File: config.mk
export PLATFORM = sky130hd
export DESIGN_NAME = key_event_detector
export DESIGN_NICKNAME = d
export VERILOG_FILES = /design/src/rtl/key_pkg.sv /design/src/rtl/key_event_detector.sv
export SDC_FILE = /design/constraint.sdc
export NUM_CORES = 1
export LEC_CHECK = 0
export CAP_MARGIN = 25
export CORE_ASPECT_RATIO = 1.75
export CORE_MARGIN = 2
export CORE_UTILIZATION = 50
export DETAILED_ROUTE_END_ITERATION = 10
export GPL_TIMING_DRIVEN = 0
export PLACE_DENSITY_LB_ADDON = 0.2
export SYNTH_ARGS = -nofsm -noshare
export SYNTH_HDL_FRONTEND = slang
export SYNTH_SLANG_ARGS = --single-unit
export TNS_END_PERCENT = 50
File: constraint.sdc
create_clock -name clk_1mhz -period 3.5 [get_ports clk_1mhz]
set_clock_uncertainty 0.05 [all_clocks]
set_input_delay 0.7 -clock clk_1mhz [delete_from_list [all_inputs] [get_ports clk_1mhz]]
set_output_delay 0.7 -clock clk_1mhz [all_outputs]
set_load 0.03 [all_outputs]
File: src/rtl/key_pkg.sv
// Shared types and key-code constants for the keypad event path.
// Consumed by the key event detector and the game-control logic.
package key_pkg;

  localparam int KEY_W = 4;

  localparam logic [KEY_W-1:0] KEY_NONE = 4'd0;
  localparam logic [KEY_W-1:0] KEY_MAX  = 4'd11;

  typedef enum logic [1:0] {
    IDLE,
    PRESS_DB,
    HELD,
    RELEASE_DB
  } state_e;

endpackage

File: src/rtl/key_event_detector.sv
// Debounces keypad press/release and emits one key_valid pulse per
// accepted keystroke, holding the accepted code until the next accept.
module key_event_detector
  import key_pkg::*;
#(
  parameter int DEBOUNCE_CYCLES = 20000
) (
  input  logic             clk_1mhz,
  input  logic             rst,
  input  logic             button_pressed,
  input  logic [KEY_W-1:0] button_value,
  output logic             key_valid,
  output logic [KEY_W-1:0] key_value,
  output logic             key_held
);

  localparam int CW = $clog2(DEBOUNCE_CYCLES + 1);
  localparam logic [CW-1:0] CNT_LAST = CW'(DEBOUNCE_CYCLES - 1);

  state_e           state_q, state_d;
  logic [CW-1:0]    cnt_q, cnt_d;
  logic [KEY_W-1:0] cand_q, cand_d;
  logic             valid_q, valid_d;
  logic [KEY_W-1:0] value_q, value_d;
  logic             held_q, held_d;

  logic act;
  logic same_cand;
  logic same_key;
  logic cnt_last;

  assign act       = button_pressed && (button_value != KEY_NONE);
  assign same_cand = (button_value == cand_q);
  assign same_key  = (button_value == value_q);
  assign cnt_last  = (cnt_q == CNT_LAST);

  always_ff @(posedge clk_1mhz or posedge rst) begin
    if (rst) begin
      state_q <= IDLE;
      cnt_q   <= '0;
      cand_q  <= KEY_NONE;
      valid_q <= 1'b0;
      value_q <= KEY_NONE;
      held_q  <= 1'b0;
    end else begin
      state_q <= state_d;
      cnt_q   <= cnt_d;
      cand_q  <= cand_d;
      valid_q <= valid_d;
      value_q <= value_d;
      held_q  <= held_d;
    end
  end

  always_comb begin
    state_d = state_q;
    cnt_d   = cnt_q;
    cand_d  = cand_q;
    unique case (state_q)
      IDLE: begin
        if (act) begin
          cand_d  = button_value;
          cnt_d   = '0;
          state_d = PRESS_DB;
        end
      end
      PRESS_DB: begin
        if (!act) begin
          cnt_d   = '0;
          state_d = IDLE;
        end else if (!same_cand) begin
          cand_d = button_value;
          cnt_d  = '0;
        end else if (cnt_last) begin
          cnt_d   = '0;
          state_d = HELD;
        end else begin
          cnt_d = cnt_q + 1'b1;
        end
      end
      HELD: begin
        if (!(act && same_key)) begin
          cnt_d   = '0;
          state_d = RELEASE_DB;
        end
      end
      RELEASE_DB: begin
        if (act && same_key) begin
          cnt_d   = '0;
          state_d = HELD;
        end else if (act) begin
          cnt_d = '0;
        end else if (cnt_last) begin
          cnt_d   = '0;
          state_d = IDLE;
        end else begin
          cnt_d = cnt_q + 1'b1;
        end
      end
      default: begin
        cnt_d   = '0;
        state_d = IDLE;
      end
    endcase
  end

  // Outputs are registered: compute their next values from the same edge.
  always_comb begin
    valid_d = 1'b0;
    value_d = value_q;
    held_d  = held_q;
    unique case (state_q)
      PRESS_DB: begin
        if (act && same_cand && cnt_last) begin
          valid_d = 1'b1;
          value_d = cand_q;
          held_d  = 1'b1;
        end
      end
      RELEASE_DB: begin
        if (!act && cnt_last) begin
          held_d = 1'b0;
        end
      end
      default: ;
    endcase
  end

  assign key_valid = valid_q;
  assign key_value = value_q;
  assign key_held  = held_q;

endmodule

Word-level counts from Yosys, hierarchy flattened
Index checks and enable logic that the tools add are counted.
{ "word_totals": {"regBits": 27, "inputBits": 7} }
{ "classes": {"n_addsub": 1, "eq_ne": 16, "mux": 26, "reduce_logical": 15} }
{ "ops": {"columns": ["op", "n"], "rows": [
  ["15-bit 2-to-1 mux", 7],
  ["15-bit case mux with 4 select lines", 1],
  ["2-bit 2-to-1 mux", 8],
  ["15-bit by 1-bit adder with 15-bit output, second input constant", 1],
  ["15-bit == test, second input constant", 1],
  ["4-bit 2-to-1 mux", 3],
  ["2-bit != test, second input constant", 6],
  ["3-bit != test, second input constant", 4],
  ["4-bit == test", 2],
  ["2-bit case mux with 4 select lines", 1],
  ["4-bit case mux with 2 select lines", 1],
  ["6-bit AND reduction", 1],
  ["1-bit logical AND", 5],
  ["2-bit == test, second input constant", 2],
  ["1-bit 2-to-1 mux", 4],
  ["2-bit AND reduction", 2],
  ["4-bit AND reduction", 1],
  ["2-bit nonzero test", 2],
  ["4-bit nonzero test", 1],
  ["3-bit AND reduction", 1],
  ["2-bit by 1-bit == test with 1-bit output, second input constant", 1],
  ["2-bit zero test", 1],
  ["1-bit case mux with 2 select lines", 1],
  ["1-bit zero test", 1]
]} }

Logic depth before layout (Yosys ltp)
{ "logic_depth": {"word_depth": 6, "ltp_mapped": 6, "mapped_depth_nobuf": 6} }

Worst setup path after synthesis
OpenSTA, ideal clock, no wires.
{ "synth_path": {"path_type": "in2reg", "start": "input button_value[0]", "end": "register cnt_q[12]", "t_arrival_ps": 2101, "t_required_ps": 3372, "slack_ps": 1271, "path_stages": 5, "n_path_buf": 0, "path_cell_list": "o41a_1 nand4b_2 o32ai_2 or4_1 a21oi_1"} }
{ "synth_between": {"elab_chain_cells": 5} }
{ "synth_lines": {"columns": ["element", "line_no", "source"], "rows": [
  ["from (decl)", "key_event_detector.sv:11", "input logic [KEY_W-1:0] button_value,"],
  ["4-bit nonzero test", "key_event_detector.sv:32", "assign act = button_pressed && (button_value != KEY_NONE);"],
  ["1-bit logical AND", "key_event_detector.sv:32", null],
  ["15-bit 2-to-1 mux / 1-bit logical AND (equally long branches)", "key_event_detector.sv:91, key_event_detector.sv:82, key_event_detector.sv:88", null],
  ["15-bit 2-to-1 mux / 2-bit != test (equally long branches)", null, null],
  ["15-bit case mux with 4 select lines / 2-bit AND reduction (equally long branches)", null, null],
  ["to (signal assigned)", "key_event_detector.sv:47", "cnt_q <= cnt_d;"],
  ["to (decl)", "key_event_detector.sv:21", "logic [CW-1:0] cnt_q, cnt_d;"]
]} }
Parallel ways exist; a longest one is shown, timed or not.
A chain may end at the register's enable or synchronous reset.

Final worst setup path
{ "layout_path": {"start": "input button_value[0]", "end": "register cnt_q[14]"} }
Same word-level chain as after synthesis.

==> results.toml <==
[global_route]
grt_use_total_pct = 22.8
grt_pass1_wl_um = 6080
grt_pass1_vias = 1379
antenna_found_initial = 0
overflow = 0
grt_max_degree = 28

[worst_setup_path]
critPathKind = "primary input to flop"
max_stage_delay_ns = 0.61
worstPathArrival_ns = 3.05
path_cells = "clkdlybuf4s50_1, o41a_1, o2bb2ai_1, nand2_1, o211ai_1"
crit_path_end = "cnt_q[14]"
worstPathMaxFanout = 8
startpoint = "button_value[0]"
critPathSlowestCell = "o2bb2ai_1"
ff2ff_path_depth = 5
end_kind = "flop"
critPathLaunchType = "primary input"
worstPathRequired_ns = 3.65
r2r_slack_ns = 1.17
timing.rr.start = "cnt_q[5]"
rr_endpoint = "key_value[2]"

[routing]
wl_per_cell_um = 17.1
first_pass_iters = 4
drt_iter0_markers = 61
vias = 1300
routed_via_density = 6.47
wirelength_um = 3440
drc = 0
drtAntennaViolNets = 0

[power]
p_leak_nw = 0.708
power_frac_comb_pct = 9.7
power_density_nw_per_um2 = 317
p_int_mw = 0.424
sw_frac_of_total_pct = 24.4
clkPwrFrac_pct = 32.5
power_switching_mw = 0.137
power_frac_seq_pct = 57.8
max-vdd-ir-drop_uv = 216

[final_layout]
fillCellCount = 256
fin_cells = 201
multi_input_area_um2 = 805
layout-drive-gt1-share_pct = 11.6
nets = 182
area_growth_pct = 15.1
stdcell_area_um2 = 1770
n_antenna_cell = 0
seq_area_um2 = 676

[clock_tree]
root_buffer = "clkbuf_8"
cts_tree = "yes"
clk_pin_slew_ns = 0.10
cts_setup_buffers = 0
htree_levels = 1
worstSkewPairLatency_ns = 0.28
holdBufCountCts = 0
cts_resized = 0
cts_buffers = 3
cts_sinks = 27
clockBufferDepth = 2

[logic_synthesis]
synth-edff-count = 0
dominantRegCellSynth = "dfrtp_1"
synthDistinctLibCells = 44
avgSynthCellArea_um2 = 9.85
async_flop_share_pct = 100
synthCells = 156
synth-seq-cells = 27
synthesis.area_um2 = 1540
synth.yosys.seq_area_share_pct = 44.0
synth_top_area_share_pct = 44.0
ys_top_cells_by_count = "dfrtp_1, nand2_1, nand3_1"
syn_nets = 164
ys_warn_count = 0
synth.most_common_cell = "dfrtp_1"
synthTopCellsByArea = "dfrtp_1, nand2_1, xnor2_1"
yosys.area.top_type = "dfrtp_1"

[place]
dpl_cell_area_um2 = 1690
dp.cells = 196
dpl.hpwl_um = 2640
portBuffers = 12
place_congestion = 0.925

[worst_hold_path]
hp-class = "flop to flop"

[sta]
period_needed_ns = 2.90
fmax_mhz = 345
finalCritPeriodShare_pct = 82.8
finalSetupViolCount = 0
worst_pin_slew_ns = 0.684
setup_tns_ns = 0
relSlewSlack_pct = 54.4
slew_violations = 0
grt_setup_unrepaired = "no"
hold_viol = 0

[floorplanning]
rows = 26
ios = 13
die_h_um = 77.3
die-area_um2 = 3550
die_w_um = 45.9
core_um2 = 2930
initial_core_util_pct = 52.5

[flow_run]
maxCapViolCount = 0

[run_status]
status = "finished clean"
## stage by stage
stage / worst slack (ns) / utilization [%] / total power [mW] / hold WS, ns
2_1_floorplan: 1.27 / - / 0.362 / 0.439
3_3_place_gp: 0.372 / 57.8 / 0.380 / 0.454
3_5_place_dp: 0.344 / 57.8 / 0.383 / 0.471
4_1_cts: 0.625 / 59.4 / 0.563 / 0.488
5_1_grt: 0.494 / 60.4 / 0.588 / 0.516
6_report: 0.602 / 60.4 / 0.561 / 0.484
## registers in the layout (all words and copies together) (netlist names)
register / cells
cnt_q: 15
cand_q: 4
key_value: 4
state_q: 2
key_held: 1
key_valid: 1
## cell usage in the layout (no fill, tap or decap), drive strengths merged, types with 2 or more instances in the layout
master,count
a21oi,5
a31oi,4
and3,7
buf,5
clkbuf,5
clkdlybuf4s50,12
dfrtp,27
inv,6
mux2,8
mux2i,4
nand2,17
nand3,12
nand4,6
nor2,7
nor3,2
nor3b,2
nor4,2
o211ai,2
o21ai,7
o22ai,2
or4,3
xnor2,7
xor2,4
## worst max-delay path, delay by kind of cell
| kind | cells | cell delay (ns) |
|---|---|---|
| AO/OA/AOI/OAI | 3 | 1.48 |
| buffers and inverters | 1 | 0.51 |
| AND/OR/NAND/NOR | 1 | 0.36 |
## how the worst min path moves through the flow
| stage | cells past startpoint | start | to | slack [ns] |
|---|---|---|---|---|
| after floorplan | 1 | cnt_q[0] | cnt_q[0] | 0.44 |
| after global placement | 1 | cnt_q[0] | cnt_q[0] | 0.45 |
| after detailed placement | 1 | cnt_q[0] | cnt_q[0] | 0.47 |
| after CTS | 1 | cnt_q[0] | cnt_q[0] | 0.49 |
| after global routing | 1 | cnt_q[0] | cnt_q[0] | 0.52 |
| final | 1 | cnt_q[0] | cnt_q[0] | 0.48 |
## routing by layer
layer | track usage, % | wire, µm | vias to the layer above
met5 | 0 | 0 | -
met4 | 12.9 | 114 | 0
met3 | 2.09 | 122 | 13
met2 | 40.3 | 1950 | 50
met1 | 24.5 | 1250 | 627
li1 | - | - | 610
## power groups by stage
stage,Sequential [mW],Combinational (mW),Clock [mW]
after floorplan,0.329,0.0326,0
after global placement,0.330,0.0493,0
after detailed placement,0.331,0.0515,0
after global routing,0.326,0.0605,0.202
final,0.324,0.0545,0.182
after CTS,0.325,0.0518,0.186
## cell families after synthesis
group	count (synthesis)	synth area share, %
xor+xnor	11	6.27
simple gates	67	25.3
fa+ha+maj	1	0.814
mux	12	8.47
buf+inv	12	3.66
flops	27	44.0
compound gates	26	11.5
## area by class of cell
class	instances	share of cell area [%]
Buffer	6	1.91
Clock buffer	3	2.34
Clock inverter	1	0.425
Inverter	6	1.27
Multi-Input combinational cell	117	45.5
Sequential cell	27	38.2
Tap cell	28	1.98
Timing Repair Buffer	13	8.35
No activity file was read; power rests on OpenSTA's default activity.
